<file path="src/rtl/vga_timing_gen.sv">
// -----------------------------------------------------------------------------
// vga_timing_gen
//
// Purpose:
//   Raster timing generator for 640x480 @ 60 Hz VGA (parameterisable).
//   It divides the system clock down to a pixel rate and produces the pixel
//   strobe, the DrawX/DrawY scan counters, the active-low sync pulses, the
//   visible-pixel flag and the once-per-frame markers used by game logic.
//
// Ports:
//   CLK          in   system clock, the only clock of this block
//   Reset_n      in   asynchronous active-low reset
//   pixel_clk    out  divided clock for the DAC, high in the 2nd half of a pixel
//   pix_en       out  one-CLK strobe, high in the CLK after each counter update
//   hs / vs      out  horizontal / vertical sync, active low
//   blank        out  1 = visible pixel, 0 = blanking
//   sync         out  composite sync, tied to 0
//   DrawX/DrawY  out  10-bit horizontal / vertical scan counters (full range)
//   frame_start  out  one-CLK pulse on the (H_TOTAL-1,V_TOTAL-1)->(0,0) edge
//   vblank       out  1 while DrawY >= V_VISIBLE
//
// Build option:
//   VGA_PIPE_ALIGN_EN - when defined, hs/vs/blank are delayed by one pixel
//   period so they line up with a colour mapper that registers its RGB.
//   DrawX, DrawY, vblank and frame_start are never delayed.
// -----------------------------------------------------------------------------
module vga_timing_gen #(
  parameter int H_VISIBLE = 640,
  parameter int H_FP      = 16,
  parameter int H_SYNC    = 96,
  parameter int H_BP      = 48,
  parameter int V_VISIBLE = 480,
  parameter int V_FP      = 10,
  parameter int V_SYNC    = 2,
  parameter int V_BP      = 33,
  parameter int CLK_DIV   = 2
) (
  input  logic       CLK,
  input  logic       Reset_n,
  output logic       pixel_clk,
  output logic       pix_en,
  output logic       hs,
  output logic       vs,
  output logic       blank,
  output logic       sync,
  output logic [9:0] DrawX,
  output logic [9:0] DrawY,
  output logic       frame_start,
  output logic       vblank
);

  localparam int H_TOTAL = H_VISIBLE + H_FP + H_SYNC + H_BP;
  localparam int V_TOTAL = V_VISIBLE + V_FP + V_SYNC + V_BP;
  localparam int DIV_W   = (CLK_DIV > 2) ? $clog2(CLK_DIV) : 1;

  localparam logic [9:0] H_LAST     = 10'(H_TOTAL - 1);
  localparam logic [9:0] V_LAST     = 10'(V_TOTAL - 1);
  localparam logic [9:0] H_VIS      = 10'(H_VISIBLE);
  localparam logic [9:0] V_VIS      = 10'(V_VISIBLE);
  localparam logic [9:0] HS_START   = 10'(H_VISIBLE + H_FP);
  localparam logic [9:0] HS_END     = 10'(H_VISIBLE + H_FP + H_SYNC);
  localparam logic [9:0] VS_START   = 10'(V_VISIBLE + V_FP);
  localparam logic [9:0] VS_END     = 10'(V_VISIBLE + V_FP + V_SYNC);

  localparam logic [DIV_W-1:0] DIV_LAST = DIV_W'(CLK_DIV - 1);
  localparam logic [DIV_W-1:0] DIV_HALF = DIV_W'(CLK_DIV / 2);
  localparam logic [DIV_W-1:0] DIV_ONE  = DIV_W'(1);

  logic [DIV_W-1:0] div_cnt_reg, div_cnt_next;
  logic [9:0]       hc_reg, hc_next;
  logic [9:0]       vc_reg, vc_next;
  logic             tick;
  logic             h_wrap, v_wrap;
  logic             hs_next, vs_next, blank_next, vblank_next;

  logic pixel_clk_reg, pix_en_reg, frame_start_reg;
  logic hs_reg, vs_reg, blank_reg, vblank_reg;

  // Next-state counters. The sync/blank decodes are taken from the next
  // values so the registered flags change on the same edge as DrawX/DrawY.
  always_comb begin
    tick         = (div_cnt_reg == DIV_LAST);
    div_cnt_next = tick ? '0 : div_cnt_reg + DIV_ONE;
    h_wrap       = (hc_reg == H_LAST);
    v_wrap       = (vc_reg == V_LAST);
    hc_next      = hc_reg;
    vc_next      = vc_reg;
    if (tick) begin
      hc_next = h_wrap ? 10'd0 : hc_reg + 10'd1;
      if (h_wrap) begin
        vc_next = v_wrap ? 10'd0 : vc_reg + 10'd1;
      end
    end
    hs_next     = !((hc_next >= HS_START) && (hc_next < HS_END));
    vs_next     = !((vc_next >= VS_START) && (vc_next < VS_END));
    blank_next  = (hc_next < H_VIS) && (vc_next < V_VIS);
    vblank_next = (vc_next >= V_VIS);
  end

  always_ff @(posedge CLK or negedge Reset_n) begin
    if (!Reset_n) begin
      div_cnt_reg     <= '0;
      hc_reg          <= 10'd0;
      vc_reg          <= 10'd0;
      pixel_clk_reg   <= 1'b0;
      pix_en_reg      <= 1'b0;
      frame_start_reg <= 1'b0;
      hs_reg          <= 1'b1;
      vs_reg          <= 1'b1;
      blank_reg       <= 1'b0;
      vblank_reg      <= 1'b0;
    end else begin
      div_cnt_reg     <= div_cnt_next;
      pix_en_reg      <= tick;
      pixel_clk_reg   <= (div_cnt_next >= DIV_HALF);
      frame_start_reg <= tick && h_wrap && v_wrap;
      // Flags only load on a pixel step, so blank stays low after reset
      // until the first pixel step (pixel 0,0 of that frame is dark).
      if (tick) begin
        hc_reg     <= hc_next;
        vc_reg     <= vc_next;
        hs_reg     <= hs_next;
        vs_reg     <= vs_next;
        blank_reg  <= blank_next;
        vblank_reg <= vblank_next;
      end
    end
  end

`ifdef VGA_PIPE_ALIGN_EN
  logic hs_pipe_reg, vs_pipe_reg, blank_pipe_reg;

  // One pixel period of delay: each pixel step captures the flags that
  // belonged to the previous pixel.
  always_ff @(posedge CLK or negedge Reset_n) begin
    if (!Reset_n) begin
      hs_pipe_reg    <= 1'b1;
      vs_pipe_reg    <= 1'b1;
      blank_pipe_reg <= 1'b0;
    end else if (tick) begin
      hs_pipe_reg    <= hs_reg;
      vs_pipe_reg    <= vs_reg;
      blank_pipe_reg <= blank_reg;
    end
  end

  assign hs    = hs_pipe_reg;
  assign vs    = vs_pipe_reg;
  assign blank = blank_pipe_reg;
`else
  assign hs    = hs_reg;
  assign vs    = vs_reg;
  assign blank = blank_reg;
`endif

  assign pixel_clk   = pixel_clk_reg;
  assign pix_en      = pix_en_reg;
  assign frame_start = frame_start_reg;
  assign vblank      = vblank_reg;
  assign DrawX       = hc_reg;
  assign DrawY       = vc_reg;
  assign sync        = 1'b0;

endmodule

</file>
<file path="config.mk">
export PLATFORM = sky130hd
export DESIGN_NAME = vga_timing_gen
export DESIGN_NICKNAME = d
export VERILOG_FILES = /design/src/rtl/vga_timing_gen.sv
export SDC_FILE = /design/constraint.sdc
export NUM_CORES = 1
export LEC_CHECK = 0
export CAP_MARGIN = 20
export CORE_MARGIN = 2
export CORE_UTILIZATION = 40
export DETAILED_ROUTE_END_ITERATION = 8
export PLACE_DENSITY = 0.75
export SYNTH_ARGS = -nofsm -noshare
export SYNTH_HDL_FRONTEND = slang
export SYNTH_SLANG_ARGS = --single-unit
</file>
<file path="constraint.sdc">
create_clock -name CLK -period 1.82 [get_ports CLK]
set_input_delay 0.364 -clock CLK [delete_from_list [all_inputs] [get_ports CLK]]
set_output_delay 0.364 -clock CLK [all_outputs]
set_load 0.01 [all_outputs]
</file>
# Yosys cells after proc, flatten, opt, wreduce, memory -nomap -nowiden
# Index checks and enable logic that the tools add are counted.
# op_classes
n_addsub,3
magnitude_cmp,8
eq_ne,2
n_mux,6
n_reduce_logical,7
# op_table
cell,count
$mux W10,5
$add A10 B1 Y10 const B,2
$eq A10 B10 Y1 const B,2
$ge A10 B9 Y1 const B,2
$lt A10 B10 Y1 const B,2
$lt A10 B9 Y1 const B,2
$ge A10 B10 Y1 const B,1
$logic_and A1 B1 Y1,5
$logic_not A1 Y1,2
$add A1 B1 Y1 const B,1
$ge A1 B1 Y1 const B,1
$mux W1,1
# word_totals
ff_bits,28
in_bits,2
output_inout_bits,28
elab_cells,36

# Depth between registers and ports, before layout
# Gate-level depths: netlist (run 1).
# depth
word_depth,7
mapped_depth,8
depth_no_buf,8

# Least setup slack after synthesis (run 1)
# OpenSTA, ideal clock, no wires.
# synth_path
kind,register to register
startpoint,"register hc_reg[1], in the netlist DrawX[1]"
endpoint,"register blank_reg, in the netlist blank"
arrival_time_ns,1.797
setup_slack_ns,-0.097
path_stages_with_launch,8
path_cell_list,dfrtp_1 -> ha_1 -> nand4_1 -> nor4b_1 -> a211oi_1 -> nor3_1 -> nor3_1 -> a41o_1
# synth_between
elab_chain_cells,5
elab_cells_between_ends,9
classes_between,1 x add/sub; 2 x order compare; 1 x eq/ne; 4 x mux; 1 x reduce/logical
# synth_rtl
item,line_no,rtl
from (decl),70,"logic [9:0] hc_reg, hc_next;"
from (signal assigned),120,hc_reg <= hc_next;
$add A10 B1 Y10 / $eq A10 B10 Y1 (equally long branches),"89, 84",
$mux W10 (on tied branches),"89, 90",
$mux W10,88,if (tick) begin
$lt A10 B10 Y1 / $lt A10 B9 Y1 (equally long branches),96,blank_next = (hc_next < H_VIS) && (vc_next < V_VIS);
$logic_and A1 B1 Y1 *,96,
to (signal assigned),124,blank_reg <= blank_next;
to (decl),77,"logic hs_reg, vs_reg, blank_reg, vblank_reg;"
# Every way passes the cells marked *; elsewhere a longest branch is shown, timed or not.
# A chain may end at the register's enable or synchronous reset.

# Worst setup path after layout (run 1)
# layout_path
startpoint,"register vc_reg[0], in the netlist DrawY[0]"
endpoint,"register vs_reg, in the netlist vs"
# layout_between
elab_chain_cells,7
elab_cells_between_ends,9
classes_between,1 x add/sub; 2 x order compare; 1 x eq/ne; 3 x mux; 2 x reduce/logical
# layout_rtl
item,line_no,rtl
from (decl),71,"logic [9:0] vc_reg, vc_next;"
from (signal assigned),121,vc_reg <= vc_next;
$add A10 B1 Y10 / $eq A10 B10 Y1 (equally long branches),"91, 85",
$mux W10,91,vc_next = v_wrap ? 10'd0 : vc_reg + 10'd1;
$mux W10,90,if (h_wrap) begin
$mux W10 *,88,
$ge A10 B9 Y1 / $lt A10 B9 Y1 (equally long branches),95,vs_next = !((vc_next >= VS_START) && (vc_next < VS_END));
$logic_and A1 B1 Y1 *,95,
$logic_not A1 Y1 *,95,
to (signal assigned),123,vs_reg <= vs_next;
to (decl),77,
# Marked as above.

==> run_summary.xml, run 1 <==
<?xml version="1.0" encoding="UTF-8"?>
<metrics>
  <group name="status">
    <metric name="status" unit="">finished with violations</metric>
    <metric name="failing_checks" unit="">negative setup slack</metric>
  </group>
  <group name="pwr">
    <metric name="switching_share" unit="%">20.9</metric>
    <metric name="intPower" unit="uW">758</metric>
    <metric name="p_seq_share" unit="%">62.6</metric>
    <metric name="net-switching-power" unit="uW">200</metric>
    <metric name="total_leakage_power" unit="uW">0.00102</metric>
    <metric name="clock_power_share" unit="%">35.8</metric>
    <metric name="power.ir.vdd_worst" unit="uV">449</metric>
    <metric name="power-per-cell-area" unit="nW/um2">428</metric>
    <metric name="pwr-share-comb" unit="%">1.6</metric>
  </group>
  <group name="die">
    <metric name="initial_core_util" unit="%">41.8</metric>
    <metric name="fp.coreArea" unit="um2">3690</metric>
    <metric name="rows" unit="">22</metric>
    <metric name="floorplan.die_area" unit="um2">4360</metric>
    <metric name="num_io_pins" unit="">30</metric>
    <metric name="die_width" unit="um">66.1</metric>
    <metric name="dieHeight" unit="um">66.1</metric>
  </group>
  <group name="sta">
    <metric name="finalSetupViolations" unit="">3</metric>
    <metric name="max_slew_vio_count" unit="">0</metric>
    <metric name="rsz0062_at_grt" unit="">true</metric>
    <metric name="fin_ws" unit="ps">-59.6</metric>
    <metric name="timing.final.hold_violations" unit="">0</metric>
    <metric name="fin_setup_tns" unit="ps">-133</metric>
    <metric name="min_period_over_period" unit="%">103</metric>
    <metric name="layout_min_cycle_time" unit="ps">1880</metric>
    <metric name="max_freq" unit="MHz">532</metric>
    <metric name="clock_skew" unit="ps">2.15</metric>
  </group>
  <group name="routing">
    <metric name="drc" unit="">0</metric>
    <metric name="dr.first_iter.drc_count" unit="">82</metric>
    <metric name="finalWirelength" unit="um">3640</metric>
    <metric name="drt_pre_antenna_iters" unit="">4</metric>
    <metric name="wl_per_cell" unit="um">13.1</metric>
    <metric name="via_count" unit="">1430</metric>
    <metric name="drtAntennaViolNets" unit="">0</metric>
    <metric name="detail_route.vias_per_cell" unit="">5.16</metric>
  </group>
  <group name="critical_path">
    <metric name="worstReg2RegEnd" unit="">vs</metric>
    <metric name="cp_data_required_time" unit="ps">2020</metric>
    <metric name="worstPathArrival" unit="ps">2080</metric>
    <metric name="critPathCaptureType" unit="">flip-flop</metric>
    <metric name="rr_startpoint" unit="">DrawY[0]</metric>
    <metric name="reg2regPathDepth" unit="">7</metric>
    <metric name="worst_setup_path_type" unit="">flip-flop to flip-flop</metric>
    <metric name="timing.critical_path.fanout_max" unit="">5</metric>
    <metric name="ff2ff_setup_slack" unit="ps">-60</metric>
    <metric name="setup.worst_path.start_class" unit="">flip-flop</metric>
  </group>
  <group name="synthesis">
    <metric name="commonest_cells_post_synth" unit="">sky130_fd_sc_hd__dfrtp_1 (25), sky130_fd_sc_hd__nand2_1 (20), sky130_fd_sc_hd__nand3_1 (12), sky130_fd_sc_hd__inv_1 (11)</metric>
    <metric name="synth_enable_flop_cells" unit="">0</metric>
    <metric name="syn_inst" unit="">165</metric>
    <metric name="synth_cell_type_count" unit="">47</metric>
    <metric name="yosys.area.top_type" unit="">sky130_fd_sc_hd__dfrtp_1</metric>
    <metric name="fraction_of_the_yosys_area_taken_by_sequential_cells" unit="%">44.0</metric>
    <metric name="avgSynthCellArea" unit="um2">9.33</metric>
    <metric name="ys_warn_count" unit="">0</metric>
    <metric name="synth_flop_cell" unit="">sky130_fd_sc_hd__dfrtp_1</metric>
    <metric name="post_synth_instance_area" unit="um2">1540</metric>
    <metric name="synthTopCellsByArea" unit="">sky130_fd_sc_hd__dfrtp_1 (41%), sky130_fd_sc_hd__nand2_1 (4.9%), sky130_fd_sc_hd__nand4_1 (4.1%), sky130_fd_sc_hd__nand3_1 (3.9%), sky130_fd_sc_hd__dfstp_2 (3.4%)</metric>
    <metric name="asyncSetResetFlopFracSynth" unit="%">100</metric>
    <metric name="syn_nets" unit="">170</metric>
    <metric name="post-synth-top-count-cell" unit="">sky130_fd_sc_hd__dfrtp_1</metric>
    <metric name="synth_largest_type_area_fraction" unit="%">40.6</metric>
    <metric name="ys_ff_latch" unit="">27</metric>
  </group>
  <group name="worst_hold_path">
    <metric name="min_path_type" unit="">primary input to asynchronous set/reset pin</metric>
  </group>
  <group name="cts">
    <metric name="cts_buffers" unit="">3</metric>
    <metric name="clk_pin_slew_worst_paths" unit="ps">90</metric>
    <metric name="cts-htree-levels" unit="">1</metric>
    <metric name="clock_latency" unit="ps">270</metric>
    <metric name="cts.sink_count" unit="">27</metric>
    <metric name="ctsHoldBuffers" unit="">0</metric>
    <metric name="clk_path_buf_depth" unit="">2</metric>
    <metric name="cts_root_buf" unit="">sky130_fd_sc_hd__clkbuf_8</metric>
    <metric name="cts_tree" unit="">built</metric>
  </group>
  <group name="place">
    <metric name="placement.io_buffers" unit="">28</metric>
    <metric name="detailedPlacementHpwl" unit="um">2710</metric>
    <metric name="pre_cts_ws" unit="ps">-146</metric>
    <metric name="gpl.final_weighted_congestion" unit="">0.850</metric>
  </group>
  <group name="global_route">
    <metric name="first_global_vias" unit="">1305</metric>
    <metric name="antenna_found_initial" unit="">0</metric>
    <metric name="globalRouteTotalUtil" unit="%">17.6</metric>
    <metric name="grt_first_pass_wirelength" unit="um">6000</metric>
    <metric name="grt_max_degree" unit="">28</metric>
    <metric name="overflow" unit="">0</metric>
  </group>
  <group name="layout">
    <metric name="num-nets-final" unit="">235</metric>
    <metric name="layout-drive-gt1-share" unit="%">30.6</metric>
    <metric name="antennaDiodeCount" unit="">0</metric>
    <metric name="layout.filler_cells" unit="">333</metric>
    <metric name="syn_to_final_growth" unit="%">45.3</metric>
    <metric name="fin_util" unit="%">60.7</metric>
  </group>
  <group name="run">
    <metric name="max_cap_check_violation_count" unit="">0</metric>
  </group>
</metrics>
[power groups by stage]
stage | registers [uW] | logic [uW] | clock network, uW
2_1_floorplan | 611 | 2.49 | 0
3_3_place_gp | 611 | 16.2 | 0
3_5_place_dp | 611 | 16.5 | 0
4_1_cts | 600 | 16.5 | 353
5_1_grt | 600 | 19.0 | 384
6_report | 600 | 15.7 | 343
[worst max-delay path, cell delays in order (launching register included)]
cell and delay [ps]:
sky130_fd_sc_hd__dfrtp_1 420, sky130_fd_sc_hd__ha_1 190, sky130_fd_sc_hd__and3_2 230, sky130_fd_sc_hd__nand2_1 70
sky130_fd_sc_hd__or3_1 340, sky130_fd_sc_hd__nand3_1 110, sky130_fd_sc_hd__nand4_2 150, sky130_fd_sc_hd__o32a_1 310
[logic make-up (layout without fill, tap and decap cells)]
kind of cell	after synthesis	in the layout	synth area share (%)
simple gates	81	81	29.7
flops	27	27	44.0
compound gates	24	24	10.1
buf+inv	20	84	7.31
xor+xnor	8	8	5.53
fa+ha+maj	3	3	2.44
other cells	1	1	0.243
mux	1	1	0.650
[area by class of cell]
type | count | area (um2) | share of cell area [%]
Clock buffer | 3 | 41.3 | 1.84
Clock inverter | 1 | 7.51 | 0.335
Inverter | 11 | 41.3 | 1.84
Multi-Input combinational cell | 118 | 821 | 36.7
Sequential cell | 27 | 678 | 30.3
Tap cell | 48 | 60.1 | 2.68
Timing Repair Buffer | 69 | 589 | 26.3
[placed cells by master (no fill, tap or decap), drive strengths merged, types with 3 or more instances in the layout]
cell           Yosys  final
buf                8     41
and3               4      4
nand2             20     20
dfrtp             25     25
clkdlybuf4s50      0     26
xnor2              4      4
nand4             11     11
ha                 3      3
nor2b              3      3
nand3             12     12
nor3b              3      3
nor3               7      7
xor2               4      4
nor2               7      7
inv               11     11
o21ai             11     11
and4               4      4
clkbuf             1      3
[metal layers]
| layer | vias to the layer above | share of wire, % | routed length (um) | GRT usage (%) |
|---|---|---|---|---|
| li1 | 718 | - | - | - |
| met1 | 673 | 48 | 1740 | 26.5 |
| met2 | 35 | 46 | 1680 | 26.5 |
| met3 | 4 | 4.6 | 169 | 2.56 |
| met4 | 0 | 1.2 | 45 | 4.08 |
| met5 | - | 0 | 0 | 0 |
[how the worst max path moves through the flow]
stage | start | endpoint | slack (ps)
floorplan | div_cnt_reg | vs | -50
global placement | DrawX[0] | blank | -110
detailed placement | DrawX[0] | blank | -150
CTS | DrawX[6] | vs | -60
global route | DrawX[6] | vs | -200
finish | DrawY[0] | vs | -60
[what timing repair did]
| action | 4_1_cts | 5_1_grt |
|---|---|---|
| setup endpoints to repair | 5 | 6 |
| setup buffers | 1 | 1 |
| gates cloned | 0 | 0 |
| gates resized for setup | 11 | 11 |
| pin swaps | 12 | 5 |
[metrics by stage]
stage               area [um2]  hold slack [ps]  total power (uW)  cells
global placement          2110              480               628    271
detailed placement        2110              489               628    271
global route              2240              508              1000    277
CTS                       2200              472               969    276
floorplan                 1550             68.4               614    165
finish                    2240              466               958    277
Note: power is estimated with default switching activity, not from simulation.
==> inputs of run 2 (changes only) <==
--- a/config.mk
+++ b/config.mk
@@ -7,9 +7,9 @@
 export LEC_CHECK = 0
 export CAP_MARGIN = 20
 export CORE_MARGIN = 2
-export CORE_UTILIZATION = 40
+export CORE_UTILIZATION = 46
 export DETAILED_ROUTE_END_ITERATION = 8
-export PLACE_DENSITY = 0.75
+export PLACE_DENSITY = 0.83
 export SYNTH_ARGS = -nofsm -noshare
 export SYNTH_HDL_FRONTEND = slang
 export SYNTH_SLANG_ARGS = --single-unit
==> run 2 against run 1 <==
  * The run still ends with negative setup slack left
  * Sequential power is essentially flat
  * Final area increased by 3.6%
  * Flip-flop and latch count unchanged
  * Fmax down 8.5%
  * Clock power down 21%
  * Register-to-register slack got worse by 170 ps
==> run_summary.xml, run 2 (same netlist as run 1, synthesis figures left out) <==
<?xml version="1.0" encoding="UTF-8"?>
<metrics>
  <group name="status">
    <metric name="status" unit="">finished with violations</metric>
    <metric name="failing_checks" unit="">negative setup slack</metric>
  </group>
  <group name="critical_path">
    <metric name="critPathCaptureType" unit="">flip-flop</metric>
    <metric name="critPathLaunch" unit="">DrawX[7]</metric>
    <metric name="worst_setup_path_type" unit="">flip-flop to flip-flop</metric>
    <metric name="timing.critical_path.fanout_max" unit="">7</metric>
    <metric name="worstPathArrival" unit="ps">2330</metric>
    <metric name="rr_startpoint" unit="">DrawX[7]</metric>
    <metric name="setup.worst_path.start_class" unit="">flip-flop</metric>
    <metric name="cp_data_required_time" unit="ps">2090</metric>
  </group>
  <group name="place">
    <metric name="detailedPlacementHpwl" unit="um">2940</metric>
    <metric name="placement.io_buffers" unit="">28</metric>
    <metric name="gpl.final_weighted_congestion" unit="">0.864</metric>
  </group>
  <group name="die">
    <metric name="dieHeight" unit="um">61.9</metric>
    <metric name="initial_core_util" unit="%">46.9</metric>
    <metric name="rows" unit="">21</metric>
    <metric name="fp.coreArea" unit="um2">3280</metric>
    <metric name="die_width" unit="um">61.9</metric>
    <metric name="floorplan.die_area" unit="um2">3830</metric>
    <metric name="num_io_pins" unit="">30</metric>
  </group>
  <group name="sta">
    <metric name="max_slew_vio_count" unit="">0</metric>
    <metric name="clock_skew" unit="ps">5.81</metric>
    <metric name="timing.final.hold_violations" unit="">0</metric>
    <metric name="rsz0062_at_grt" unit="">true</metric>
    <metric name="layout_min_cycle_time" unit="ps">2050</metric>
    <metric name="finalSetupViolations" unit="">5</metric>
    <metric name="fin_ws" unit="ps">-233</metric>
    <metric name="max_freq" unit="MHz">487</metric>
    <metric name="min_period_over_period" unit="%">113</metric>
    <metric name="hold_ws" unit="ps">379</metric>
  </group>
  <group name="cts">
    <metric name="clk_path_buf_depth" unit="">2</metric>
    <metric name="cts_buffers" unit="">3</metric>
    <metric name="clock_latency" unit="ps">330</metric>
    <metric name="cts.sink_count" unit="">27</metric>
    <metric name="clk_pin_slew_worst_paths" unit="ps">150</metric>
    <metric name="ctsHoldBuffers" unit="">0</metric>
    <metric name="cts-htree-levels" unit="">1</metric>
    <metric name="cts_tree" unit="">built</metric>
    <metric name="cts_root_buf" unit="">sky130_fd_sc_hd__clkbuf_4</metric>
  </group>
  <group name="routing">
    <metric name="via_count" unit="">1550</metric>
    <metric name="drc" unit="">0</metric>
    <metric name="finalWirelength" unit="um">4380</metric>
    <metric name="dr.first_iter.drc_count" unit="">51</metric>
    <metric name="wl_per_cell" unit="um">15.5</metric>
    <metric name="drtAntennaViolNets" unit="">0</metric>
    <metric name="drt_pre_antenna_iters" unit="">4</metric>
    <metric name="detail_route.vias_per_cell" unit="">5.50</metric>
  </group>
  <group name="pwr">
    <metric name="power-per-cell-area" unit="nW/um2">382</metric>
    <metric name="total_leakage_power" unit="uW">0.00124</metric>
    <metric name="power.ir.vdd_worst" unit="uV">348</metric>
  </group>
  <group name="global_route">
    <metric name="globalRouteTotalUtil" unit="%">23.5</metric>
    <metric name="grt_max_degree" unit="">28</metric>
    <metric name="antenna_found_initial" unit="">0</metric>
    <metric name="grt_first_pass_wirelength" unit="um">6670</metric>
    <metric name="overflow" unit="">0</metric>
    <metric name="first_global_vias" unit="">1410</metric>
  </group>
  <group name="layout">
    <metric name="fin_util" unit="%">70.6</metric>
    <metric name="most_frequent_cells_in_the_layout" unit="">sky130_fd_sc_hd__buf_4 (45), sky130_fd_sc_hd__dfrtp_1 (24), sky130_fd_sc_hd__nand2_1 (20)</metric>
    <metric name="antennaDiodeCount" unit="">0</metric>
    <metric name="syn_to_final_growth" unit="%">50.6</metric>
    <metric name="layout-drive-gt1-share" unit="%">32.6</metric>
    <metric name="num-nets-final" unit="">242</metric>
    <metric name="mostFrequentLayoutCell" unit="">sky130_fd_sc_hd__buf_4</metric>
  </group>
  <group name="worst_hold_path">
    <metric name="min_path_type" unit="">primary input to asynchronous set/reset pin</metric>
  </group>
  <group name="run">
    <metric name="max_cap_check_violation_count" unit="">0</metric>
  </group>
</metrics>
==> run 2: changes by cell type in the layout (fill, tap and decap cells not counted), moves of 2 or more <==
| cell | previous run | this run |
|---|---|---|
| sky130_fd_sc_hd__nand3_1 | 12 | 10 |
| sky130_fd_sc_hd__clkbuf_4 | 0 | 3 |
| sky130_fd_sc_hd__o21ai_0 | 5 | 8 |
| sky130_fd_sc_hd__clkbuf_8 | 3 | 0 |
| sky130_fd_sc_hd__nand3_2 | 0 | 2 |
| sky130_fd_sc_hd__clkdlybuf4s50_1 | 26 | 14 |
| sky130_fd_sc_hd__o21ai_1 | 5 | 2 |
| sky130_fd_sc_hd__buf_6 | 0 | 3 |
| sky130_fd_sc_hd__buf_4 | 41 | 45 |
| sky130_fd_sc_hd__dlymetal6s2s_1 | 1 | 13 |
==> run 2: area by class of cell <==
class                      instances  area [um2]
fill                             242         965
multi-input combinational        118         832
timing repair buffer              76         683
sequential                        27         679
tap                               46        57.6
inverter                          11        41.3
clock buffer                       4        26.3
==> run 2: timing repair <==
action,4_1_cts,5_1_grt
endpoints found under the setup margin,6,21
buffers inserted,5,3
pin swaps,6,6
gates resized for setup,12,23
==> run 2: where the power goes <==
part,internal [uW],switching [uW],total [uW]
Clock,86.1,185,271
Sequential,600,0,600
Combinational,3.28,12.1,15.4
Total,690,197,887
==> run 2: worst paths after layout <==
path | end | slack (ps) | cells after the start
worst max-delay path | vs | -230 | 8
worst min-delay path | DrawX[2] | 380 | 2
worst max register to register | vs | -230 | 8
worst min register to register | hs | 500 | 2
max in group asynchronous | vs | 1140 | 2
min in group CLK | hs | 500 | 2
==> run 2: stage by stage <==
stage          instance area, um2  power [uW]  instances  setup slack (ps)  TNS [ps]
5_1_grt                      2320         922        282              -318     -1100
3_3_place_gp                 2110         628        270              -144      -415
2_1_floorplan                1550         614        165             -46.3     -80.8
6_report                     2320         887        282              -233      -597
4_1_cts                      2230         888        279              -103      -194
3_5_place_dp                 2110         628        270              -293      -898
==> run 2: metal layers <==
layer  GRT usage (%)  share of wire [%]  vias to the layer above
li1                -                  -                      733
met1            33.9                 44                      755
met2            37.6                 50                       54
met3            1.86                4.6                        8
met4            7.60                1.7                        0
met5               0                  0                        -
==> run 2: critical path: stages (launching register included) <==
cell and delay, ps:
sky130_fd_sc_hd__dfrtp_1 440, sky130_fd_sc_hd__nor3b_2 260, sky130_fd_sc_hd__buf_4 160, sky130_fd_sc_hd__and4_4 280, sky130_fd_sc_hd__buf_4 130, sky130_fd_sc_hd__and2_2 160
sky130_fd_sc_hd__a221o_1 170, sky130_fd_sc_hd__nand2_1 70, sky130_fd_sc_hd__o32a_1 340
